<file path="config.mk">
export PLATFORM = sky130hd
export DESIGN_NAME = hazard_halt_unit
export DESIGN_NICKNAME = d
export VERILOG_FILES = /design/src/rtl/hazard_halt_unit.sv
export SDC_FILE = /design/constraint.sdc
export NUM_CORES = 1
export LEC_CHECK = 0
export BUFFER_PORTS_ARGS = -buffer_cell sky130_fd_sc_hd__buf_2
export CAP_MARGIN = 20
export CORE_MARGIN = 3
export CORE_UTILIZATION = 55
export DETAILED_ROUTE_END_ITERATION = 12
export HOLD_SLACK_MARGIN = 0.06
export PLACE_DENSITY_LB_ADDON = 0.2
export SLEW_MARGIN = 5
export SYNTH_ARGS = -nofsm -noshare
export SYNTH_HDL_FRONTEND = slang
export SYNTH_SLANG_ARGS = --single-unit
</file>
<file path="constraint.sdc">
create_clock -name clk -period 5.56 [get_ports clk]
set_input_delay 0 -clock clk [delete_from_list [all_inputs] [get_ports clk]]
set_output_delay 0 -clock clk [all_outputs]
set_load 0.1 [all_outputs]
</file>
<file path="src/rtl/hazard_halt_unit.sv">
// hazard_halt_unit
// Pipeline steering beside the ID stage: load-use stall, taken-branch flush,
// and halt drain (let in-flight instructions retire, then freeze until resume).
// All steering outputs are combinational from the current state and inputs.
module hazard_halt_unit #(
  parameter int DRAIN_CYCLES = 3,
  parameter int CNT_W        = 16,
  parameter int REG_AW       = 5
) (
  input  logic              clk,
  input  logic              reset,
  input  logic [REG_AW-1:0] id_rs1,
  input  logic [REG_AW-1:0] id_rs2,
  input  logic              id_use_rs1,
  input  logic              id_use_rs2,
  input  logic              id_halt,
  input  logic              ex_mem_read,
  input  logic [REG_AW-1:0] ex_rd,
  input  logic              ex_branch_taken,
  input  logic              resume,
  output logic              pc_write,
  output logic              if_id_write,
  output logic              if_id_flush,
  output logic              id_ex_bubble,
  output logic              halted,
  output logic [CNT_W-1:0]  stall_count
);

  typedef enum logic [1:0] {
    ST_RUN    = 2'd0,
    ST_DRAIN  = 2'd1,
    ST_HALTED = 2'd2
  } state_t;

  // Drain counter starts at DRAIN_CYCLES-1 so DRAIN lasts exactly DRAIN_CYCLES cycles.
  localparam logic [3:0] DCNT_INIT = 4'(DRAIN_CYCLES - 1);
  localparam logic [CNT_W-1:0] CNT_MAX = {CNT_W{1'b1}};

  state_t           state_q, state_d;
  logic [3:0]       dcnt_q, dcnt_d;
  logic [CNT_W-1:0] stall_count_q, stall_count_d;
  logic             load_use;
  logic             rs1_hit;
  logic             rs2_hit;

  // Load-use hazard: a load in EX writes a register the ID instruction reads; x0 never hazards.
  always_comb begin
    rs1_hit  = id_use_rs1 && (ex_rd == id_rs1);
    rs2_hit  = id_use_rs2 && (ex_rd == id_rs2);
    load_use = ex_mem_read && (ex_rd != '0) && (rs1_hit || rs2_hit);
  end

  // Next-state, counters and steering outputs; reset forces the safe flush/bubble pattern.
  always_comb begin
    state_d       = state_q;
    dcnt_d        = dcnt_q;
    stall_count_d = stall_count_q;
    pc_write      = 1'b0;
    if_id_write   = 1'b0;
    if_id_flush   = 1'b0;
    id_ex_bubble  = 1'b0;
    halted        = 1'b0;

    case (state_q)
      ST_RUN: begin
        if (ex_branch_taken) begin
          pc_write     = 1'b1;
          if_id_write  = 1'b1;
          if_id_flush  = 1'b1;
          id_ex_bubble = 1'b1;
        end else if (load_use) begin
          id_ex_bubble = 1'b1;
          if (stall_count_q != CNT_MAX) begin
            stall_count_d = stall_count_q + 1'b1;
          end
        end else if (id_halt) begin
          id_ex_bubble = 1'b1;
          state_d      = ST_DRAIN;
          dcnt_d       = DCNT_INIT;
        end else begin
          pc_write    = 1'b1;
          if_id_write = 1'b1;
        end
      end

      ST_DRAIN: begin
        id_ex_bubble = 1'b1;
        if (dcnt_q == 4'd0) begin
          state_d = ST_HALTED;
        end else begin
          dcnt_d = dcnt_q - 4'd1;
        end
      end

      ST_HALTED: begin
        halted       = 1'b1;
        id_ex_bubble = 1'b1;
        if (resume) begin
          if_id_flush = 1'b1;
          state_d     = ST_RUN;
        end
      end

      default: begin
        state_d = ST_RUN;
      end
    endcase

    if (reset) begin
      pc_write     = 1'b0;
      if_id_write  = 1'b0;
      if_id_flush  = 1'b1;
      id_ex_bubble = 1'b1;
      halted       = 1'b0;
    end
  end

  // State, drain counter and stall counter registers with synchronous reset.
  always_ff @(posedge clk) begin
    if (reset) begin
      state_q       <= ST_RUN;
      dcnt_q        <= 4'd0;
      stall_count_q <= '0;
    end else begin
      state_q       <= state_d;
      dcnt_q        <= dcnt_d;
      stall_count_q <= stall_count_d;
    end
  end

  assign stall_count = stall_count_q;

endmodule

</file>
# [Word-level counts from Yosys, hierarchy flattened]
# Cells that the tools add are included.
[op_classes] bitwise_logic=1 n_reduce_logical=13 n_addsub=2 mux=27 n_eq_ne=11
[op_table] op="16-bit by 1-bit adder with 16-bit output (second input constant)" n=1
[op_table] op="4-bit two-way mux" n=4
[op_table] op="16-bit != test (second input constant)" n=1
[op_table] op="1-bit two-way mux" n=14
[op_table] op="2-bit != test (second input constant)" n=6
[op_table] op="5-bit == test" n=2
[op_table] op="2-bit two-way mux" n=5
[op_table] op="5-bit AND reduction" n=2
[op_table] op="4-bit case mux with 2 select lines" n=1
[op_table] op="2-bit case mux with 3 select lines" n=1
[op_table] op="5-bit nonzero test" n=1
[op_table] op="1-bit logical AND" n=4
[op_table] op="4-bit zero test" n=1
[op_table] op="1-bit case mux with 2 select lines" n=2
[op_table] op="4-bit AND reduction" n=1
[op_table] op="4-bit by 1-bit subtractor with 4-bit output (second input constant)" n=1
[op_table] op="2-bit by 1-bit == test with 1-bit output (second input constant)" n=1
[op_table] op="2-bit == test (second input constant)" n=1
[op_table] op="2-bit zero test" n=1
[op_table] op="2-bit nonzero test" n=1
[op_table] op="2-bit OR reduction" n=1
[op_table] op="1-bit logical OR" n=1
[op_table] op="1-bit NOT" n=1
[word_totals] wordCells=57 input_bits=23 ff_bits=22

# [Logic depth before layout (Yosys ltp)]
[logic_depth] ltp_word=8 mapped_depth=9 ltp_nobuf=8

# [Least setup slack after synthesis]
# OpenSTA, ideal clock, no wires.
[synth_timing] path_type="register to register" startpoint="reg stall_count_q[0], in the netlist stall_count[0]" endpoint="reg stall_count_q[6], in the netlist stall_count[6]" setup_ps=123 slack_ps=2900 path_stages_with_launch=8 arrival_ps=2537 n_path_buf=0 cell_sequence="dfxtp_1 > ha_1 > nand3_1 > nor3_2 > a311oi_4 > nand4_1 > nor3_1 > mux2_1"
[synth_between] elab_chain_len=2 word_cells_on_any_way=3 cone_classes="1 x add/sub; 1 x eq/ne; 1 x reduce/logical"
[synth_rtl] element="from (decl)" line="41" source="logic [CNT_W-1:0] stall_count_q, stall_count_d;"
[synth_rtl] element="from (signal assigned)" line="127" source="stall_count_q <= stall_count_d;"
[synth_rtl] element="parallel branches: the longest is 2 deep, another holds 16-bit by 1-bit adder with 16-bit output"
# Parallel ways; which one is timed is not known.
# A chain may end at the register's enable or synchronous reset.

# [Final worst setup path]
[layout_timing] startpoint="reg state_q[0]" endpoint="reg stall_count_q[6], in the netlist stall_count[6]"
[layout_between] elab_chain_len=2
[layout_rtl] element="from (decl)" line="39" source="state_t state_q, state_d;"
[layout_rtl] element="from (signal assigned)" line="125" source="state_q <= state_d;"
[layout_rtl] element="2-bit zero test" line="64" source="case (state_q)"
[layout_rtl] element="4-bit AND reduction (no line)"
# No other way between the ends.

==> qor.yml <==
avgRoutedWirePerCell_um: 13.8
vias_per_cell: 5.87
ios: 44
hold_viol: 0
power_switching_w: 0.000116
first_pass_iters: 4
dieArea_um2: 3260
fp.dieW_um: 57.1
pre_cts_slack_ps: 3330
seqCellArea_um2: 440
post-route-min-period_ps: 2290
place_hpwl_mm: 2.57
clock_sinks: 22
post_cts.repair.setup_buffers: 0
fp-row-count: 17
multi_input_area_um2: 920
synth_common_cells: "dfxtp_1 (22), nand2_1 (15), a21oi_1 (13), nor2_1 (13), inv_1 (11)"
cts_buffers: 3
wl_mm: 3.35
ant_nets: 0
grt_pass1_wl_mm: 5.79
power_density_nw_per_um2: 223
netlist_area_um2: 1440
critPathKind: "flip-flop to flip-flop"
fin_cells: 243
crit_arrival_ps: 2510
synth_top_cell_area_share_pct: 30.7
setup_viol: 0
drc_errors: 0
hold_path.class: "primary input to flip-flop"
drv_cap: 0
cts.htree.levels: 1
r2r-start: "state_q[0]"
postSynthAreaPerCell_um2: 8.25
internal_power_w: 0.000264
yosysMostFrequentCell: "dfxtp_1"
timing.final.crit_share_pct: 41.3
worstSetupEndpoint: "stall_count[6]"
grt_usage_pct: 21.5
ctsHoldBuffers: 0
fin_area_um2: 1700
synth_seq_cells: 22
die_h_um: 57.1
setup.worst_path.start: "state_q[0]"
worst-slew-pin-transition_ps: 509
core_area_um2: 2340
max_freq_mhz: 436
clock-root-buffer: "clkbuf_4"
synthArstFlopShare_pct: 0
power_w: 0.000380
ys_warn_count: 0
cts_tree: "built"
r2r_slack_ps: 3270
synth_cell_types: 45
vias: 1426
place.gp.congestion: 0.837
antennaDiodeCount: 0
crit_fanout: 9
post-place-cells: 239
setup_ws_ps: 3270
rsz0062_at_grt: "no"
power.leakage_nw: 0.712
io_buffers: 43
setup_tns_ps: 0
drive_gt1_share_pct: 25.6
dpl_cell_area_um2: 1650
grt_overflow_total: 0
cp-start-kind: "flip-flop"
start_util_pct: 61.3
clk_pin_slew_worst_paths_ps: 120
rr_worst_depth: 7
switching_share_pct: 30.4
combPwrFrac_pct: 24.5
first_iter_violations: 44
cts_repair_resize_count: 0
peakVddDrop_mv: 0.148
slew_violations: 0
clkPwrFrac_pct: 32.5
yosys.area.top_type: "dfxtp_1"
slew_headroom_pct: 66.1
fillers: 190
syn_to_final_growth_pct: 18.7
syn_nets: 204
grt_pass1_vias: 1386
antenna_found_initial: 0
seqPwrFrac_pct: 43.0
insertion_delay_ps: 310
cp_data_required_time_ps: 5770
clockBufferDepth: 2
fin_nets: 246
end_kind: "flip-flop"
fin_worst_skew_ps: 7.58
synth-edff-count: 0
syn_inst: 174
yosysSeqAreaShare_pct: 30.7
status: "completed"
synth_ff_type: "dfxtp_1"
ys_top_cells_by_area: "dfxtp_1 (31%), ha_1 (6.1%), xnor2_1 (6.1%), a21oi_1 (4.5%), nand2_1 (3.9%)"
regToRegEndpoint: "stall_count[6]"
grt_max_degree: 29
==> state kept, by name, indices dropped and copies added (netlist names) <==
name	count
state_q	2
dcnt_q	4
stall_count	16
==> power groups by stage <==
stage	combinational, W	sequential (W)	clock, W
5_1_grt	0.000101	0.000164	0.000136
2_1_floorplan	0.0000727	0.000167	0
6_report	0.0000933	0.000163	0.000123
4_1_cts	0.0000931	0.000163	0.000126
3_5_place_dp	0.0000926	0.000167	0
3_3_place_gp	0.0000902	0.000167	0
==> worst min-delay path by stage <==
stage,startpoint,to,slack (ps),cells after the start
2_1_floorplan,ex_branch_taken,stall_count[1],230,3
3_3_place_gp,reset,stall_count[9],440,2
3_5_place_dp,reset,stall_count[8],460,2
4_1_cts,reset,stall_count[8],120,2
5_1_grt,ex_branch_taken,stall_count[1],120,4
6_report,reset,dcnt_q[0],120,2
==> layout by cell type, fill, tap and decap left out, types with 2 or more instances in the layout <==
cell type   n
ha_1        7
xor2_1      4
nand2_1    15
a21oi_1    13
nand3b_1    2
nor2_1     13
dfxtp_1    22
o21ai_0     8
xnor2_1    10
inv_1      11
nor3_1      4
o211ai_1    2
nor2b_1     3
nand4_1     6
buf_2      43
or3_1       8
nand3_1     7
or4_1       5
o31ai_1     2
a211oi_1    3
a31oi_1     2
clkbuf_4    3
==> final cells by class <==
cell class,instances,share of cell area [%]
repair buffers,43,12.6
clock buffers,3,1.32
multi-input cells,135,54.0
well taps,28,2.06
inverters,11,2.42
clock inverters,1,1.76
flip-flops and latches,22,25.8
==> metrics by stage <==
stage | utilization (%) | hold slack [ps]
after detailed placement | 70.6 | 456
after global routing | 72.8 | 125
after floorplan | - | 226
final | 72.8 | 123
after CTS | 72.8 | 115
after global placement | 70.6 | 441
==> kinds of logic after synthesis <==
| logic type | synth area share (%) |
|---|---|
| AO/OA/AOI/OAI | 20.1 |
| XOR/XNOR | 8.54 |
| adder cells (fa/ha/maj) | 6.10 |
| buffers and inverters | 5.23 |
| flip-flops | 30.7 |
| multiplexers | 1.48 |
| AND/OR/NAND/NOR | 27.8 |
==> per-layer routing <==
layer | up-vias | GRT usage [%] | routed length [um]
li1 | 719 | - | -
met1 | 645 | 27.1 | 1510
met3 | 9 | 2.71 | 211
met4 | 0 | 6.62 | 59
met5 | - | 0 | 0
met2 | 53 | 37.8 | 1570
==> critical path, cell delays in order (launching register included) <==
cell	delay [ps]
dfxtp_1	360
inv_1	90
ha_1	310
inv_1	150
a311oi_4	460
nand4_1	260
nor3_1	230
mux2_1	330
(Power assumes the default switching activity.)
